File: src/rtl/fifo_serial_drain_pkg.sv
// Shared definitions for the 4-deep FIFO, its writer and the serial drain.
package fifo_pkg;

    localparam int unsigned DATA_W_DEFAULT = 2;
    localparam int unsigned FIFO_DEPTH     = 4;

    typedef enum logic [2:0] {
        IDLE,
        POP,
        START,
        DATA,
        STOP
    } drain_state_e;

    // Counter width able to hold n-1; never narrower than one bit.
    function automatic int unsigned cnt_width(input int unsigned n);
        return (n <= 1) ? 1 : $clog2(n);
    endfunction

endpackage

File: src/rtl/fifo_serial_drain_timer.sv
// Loadable down-counter; tick marks the last cycle of the loaded period.
module bit_timer #(
    parameter int unsigned W = 2
) (
    input  logic         clk,
    input  logic         rst,
    input  logic         load,
    input  logic [W-1:0] value,
    output logic         tick
);

    logic [W-1:0] count;

    always_ff @(posedge clk or posedge rst) begin
        if (rst) begin
            count <= '0;
        end else if (load) begin
            count <= value;
        end else if (count != '0) begin
            count <= count - 1'b1;
        end
    end

    assign tick = (count == '0);

endmodule

File: src/rtl/fifo_serial_drain.sv
// Pops FIFO words one at a time and sends each as start / LSB-first data / stop on tx.
module fifo_serial_drain
    import fifo_pkg::*;
#(
    parameter int unsigned DATA_W       = DATA_W_DEFAULT,
    parameter int unsigned CLKS_PER_BIT = 4,
    parameter int unsigned STOP_BITS    = 1
) (
    input  logic              clk,
    input  logic              rst,
    input  logic              enable,
    input  logic              fifo_empty,
    input  logic [DATA_W-1:0] fifo_data,
    output logic              fifo_pop,
    output logic              tx,
    output logic              busy,
    output logic              frame_done,
    output logic [3:0]        word_count
);

    localparam int unsigned STOP_LEN = STOP_BITS * CLKS_PER_BIT;
    localparam int unsigned CW       = cnt_width(STOP_LEN);
    localparam int unsigned BW       = cnt_width(DATA_W + 1);
    localparam logic [BW-1:0] LAST_BIT = BW'(DATA_W - 1);

    drain_state_e      state, state_next;
    logic [DATA_W-1:0] shift, shift_next;
    logic [BW-1:0]     bit_idx, bit_idx_next;
    logic              tick, load, frame_end, tx_next;
    logic [CW-1:0]     load_value;

    bit_timer #(.W(CW)) u_timer (
        .clk   (clk),
        .rst   (rst),
        .load  (load),
        .value (load_value),
        .tick  (tick)
    );

    always_ff @(posedge clk or posedge rst) begin
        if (rst) begin
            state <= IDLE;
        end else begin
            state <= state_next;
        end
    end

    always_comb begin
        state_next   = state;
        shift_next   = shift;
        bit_idx_next = bit_idx;
        load         = 1'b0;
        load_value   = CW'(CLKS_PER_BIT - 1);
        frame_end    = 1'b0;
        case (state)
            IDLE: begin
                if (enable && !fifo_empty) begin
                    state_next = POP;
                end
            end
            POP: begin
                shift_next = fifo_data;
                load       = 1'b1;
                state_next = START;
            end
            START: begin
                if (tick) begin
                    load         = 1'b1;
                    bit_idx_next = '0;
                    state_next   = DATA;
                end
            end
            DATA: begin
                if (tick) begin
                    load = 1'b1;
                    if (bit_idx == LAST_BIT) begin
                        load_value = CW'(STOP_LEN - 1);
                        state_next = STOP;
                    end else begin
                        bit_idx_next = bit_idx + 1'b1;
                        shift_next   = shift >> 1;
                    end
                end
            end
            STOP: begin
                if (tick) begin
                    frame_end  = 1'b1;
                    state_next = (enable && !fifo_empty) ? POP : IDLE;
                end
            end
            default: state_next = IDLE;
        endcase
        // Line level is precomputed from the next state so tx comes straight off a flop.
        case (state_next)
            START:   tx_next = 1'b0;
            DATA:    tx_next = shift_next[0];
            default: tx_next = 1'b1;
        endcase
    end

    always_ff @(posedge clk or posedge rst) begin
        if (rst) begin
            shift      <= '0;
            bit_idx    <= '0;
            tx         <= 1'b1;
            fifo_pop   <= 1'b0;
            busy       <= 1'b0;
            frame_done <= 1'b0;
            word_count <= '0;
        end else begin
            shift      <= shift_next;
            bit_idx    <= bit_idx_next;
            tx         <= tx_next;
            fifo_pop   <= (state_next == POP);
            busy       <= (state_next != IDLE);
            frame_done <= frame_end;
            if (frame_end) begin
                word_count <= word_count + 1'b1;
            end
        end
    end

endmodule
File: config.mk
export PLATFORM = sky130hd
export DESIGN_NAME = fifo_serial_drain
export DESIGN_NICKNAME = d
export VERILOG_FILES = /design/src/rtl/fifo_serial_drain_pkg.sv /design/src/rtl/fifo_serial_drain_timer.sv /design/src/rtl/fifo_serial_drain.sv
export SDC_FILE = /design/constraint.sdc
export NUM_CORES = 1
export LEC_CHECK = 0
export ABC_AREA = 1
export CORE_ASPECT_RATIO = 1.2
export CORE_UTILIZATION = 35
export CTS_BUF_LIST = sky130_fd_sc_hd__clkbuf_4 sky130_fd_sc_hd__clkbuf_8
export DETAILED_ROUTE_END_ITERATION = 16
export DONT_BUFFER_PORTS = 1
export SETUP_SLACK_MARGIN = 0.05
export SKIP_LAST_GASP = 1
export SYNTH_ARGS = -nofsm -noshare
export SYNTH_HDL_FRONTEND = slang
export SYNTH_HIERARCHICAL = 1
export SYNTH_SLANG_ARGS = --single-unit
File: constraint.sdc
create_clock -name clk -period 1.52 [get_ports clk]
set_clock_uncertainty 0.15 [all_clocks]
set_input_delay 0.228 -clock clk [delete_from_list [all_inputs] [get_ports clk]]
set_output_delay 0.228 -clock clk [all_outputs]
set_load 0.02 [all_outputs]
==> out/results.tsv <==
metric	value	unit
outcome	finished clean	
ANT cells	0	
GRT overflow	0	
Netlist Area Pre-Place	902	µm²
Final WS setup	0.119	ns
synthesis-to-finish area growth	17.5	%
Max Cap Violations	0	
Slew Limit Headroom	62.1	%
CTS max path bufs	2	
Non-Filler Instances	152	
Die Span Y	57.6	µm
Inst Count DP	143	
Synth Instances	111	
Seq/Total Area, Yosys	47.3	%
most frequent cells after synthesis	27 x nand2_1, 17 x inv_1, 16 x dfrtp_1	
Worst Path Required	1.57	ns
Synth top area share	44.4	%
CP Max Fanout	5	
final setup vio count	0	
row count	19	
total global-route track usage	13.0	%
GPL Wtd Cong	0.760	
Worst EP arrival	1.45	ns
Slew Viols, Final	0	
RSZ-0062 raised after global routing	no	
CP Capture Type	register	
DP Wirelength	1.20	mm
antenna violations before repair	0	
drt via density	4.57	
core box area	2350	µm²
num ports	14	
CP Launch Type	register	
Sink Count	17	
Worst Hold Class	in -> reg	
die area	2790	µm²
H-tree levels	1	
CTS tree	done	
Area after DPL	960	µm²
total CTS buffers	3	
final instance area	1060	µm²
Primary FF master, synth	dfrtp_1	
drt first-iter violations	14	
Worst Path Buf+Inv	2	
FF+latch count, synth	17	
Avg Cell Area, Syn	8.13	µm²
CP max-delay cell	dfrtp_1	
Final Hold Vio Count	0	
Synth Warn #	6	
Pwr per Cell Area	1830	nW/µm²
antenna-violating nets left	0	
CP most frequent cell	nand2_1	
DRT Pass-1 Iters	4	
VDD IR max	0.00100	V
Initial Utilization	38.3	%
number of global-route vias before repair	681	
Max Fclk	0.714	GHz
Yosys cell types	24	
pre-CTS setup slack	0.0222	ns
first-pass GRT wire length	2.76	mm
net count reported at finish	131	
Avg WL per Cell	10.4	µm
WL final	1.58	mm
clk slew on worst S/H paths	0.11	ns
most common cell in the netlist	nand2_1	
CP cell instances	inv_1 > ha_2 > inv_2 > o21ai_2 > nand2_1 > nor2_2 > nand2_1	
Clock Latency Late Sink	0.29	ns
Lkg Pwr	0.541	nW
Crit path max-delay family	flip-flops	
leading area contributor after synthesis	dfrtp_1	
drt drc	0	
Worst Path Class, Setup	reg -> reg	
final worst-path cycle share	92.2	%
Worst Tran Pin Value	0.568	ns
largest net degree at the start of global routing	16	
setup TNS	0	ns
via count	695	
Root Buffer	clkbuf_4	
number of synthesized flops with an enable pin	0	
IO buf count	0	
slowest stage delay, CP	0.39	ns
Area contributors post-synth	dfrtp_1 44%, nand2_1 11%, inv_1 7.1%	
min Tclk post-route	1.40	ns
share of flip-flops with an asynchronous set or reset	100	%
layout cells sized above 1	26.4	%
Die X	48.3	µm
## registers in the layout (all words and copies together), names as in the netlist
register	flops
fifo_pop	1
busy	1
frame_done	1
state	3
word_count	4
shift	2
u_timer/count	2
bit_idx	2
tx	1
## report_power, final
part / switching (W) / internal (W)
Clock: 0.000148 / 0.0000979
Combinational: 0.000580 / 0.000373
Sequential: 0.000134 / 0.000604
## worst reg2reg max path, delay by kind of cell (launching register included)
family,cells,cell delay [ns]
fa+ha+maj,1,0.19
compound gates,1,0.17
flops,1,0.39
buf+inv,2,0.13
simple gates,3,0.27
## metrics by stage
step	power (W)	hold WS [ns]	utilization, %
final	0.00194	0.0464	45.0
after global routing	0.00210	0.0915	45.0
after floorplan	0.00140	-0.181	-
after detailed placement	0.00161	-0.170	40.8
after global placement	0.00159	-0.172	40.8
after CTS	0.00188	0.0546	43.8
## path summary, 6_finish.rpt
check / start / endpoint / slack [ns] / depth (start not counted)
worst max-delay path: bit_idx[1] / busy / 0.12 / 7
worst min-delay path: fifo_data[0] / shift[0] / 0.05 / 4
worst max register to register: bit_idx[1] / busy / 0.12 / 7
worst min register to register: bit_idx[1] / bit_idx[1] / 0.34 / 2
max in group asynchronous: rst / word_count[3] / 0.55 / 2
min in group asynchronous: rst / u_timer/count[1] / 0.10 / 2
## cell families after synthesis
family / share of synthesized area, %
and+or+nand+nor: 32.9
buffers and inverters: 9.71
DFF: 47.3
AOI/OAI and AO/OA: 3.61
adders and majority gates: 4.16
xor gates and xnor gates: 1.94
other: 0.416
## cells in the final DEF, fill, tap and decap left out, drive strengths merged, types with 3 or more instances in the layout
| master | n |
|---|---|
| o21ai | 3 |
| nand2 | 30 |
| nand4 | 3 |
| dlygate4sd3 | 4 |
| nand3 | 10 |
| inv | 22 |
| ha | 3 |
| nor2 | 14 |
| clkbuf | 3 |
| dfrtp | 16 |
## repair_timing
action / CTS / global route
hold buffers: 4 / 0
resized for setup: 2 / 8
gates cloned: 0 / 0
buffers inserted: 0 / 1
hold endpoints to repair: 18 / 0
setup endpoints to repair: 4 / 5
pin swaps: 1 / 1
## routing by layer
layer  share of wire, %  track usage, %  up-vias
li1                   -               -      356
met1                 44            14.9      324
met2                 52            23.5       11
met3                2.8            2.36        4
met4                1.8            6.30        0
met5                  0               0        -
## final cells by class
type                       instances  area [µm²]
clock inverter                     1        5.00
sequential                        17         427
clock buffer                       3        22.5
tap                               31        38.8
inverter                          22        82.6
timing repair buffer               6        67.6
fill                             232        1290
multi-input combinational         72         417
Power figures use the tool's default switching activity.
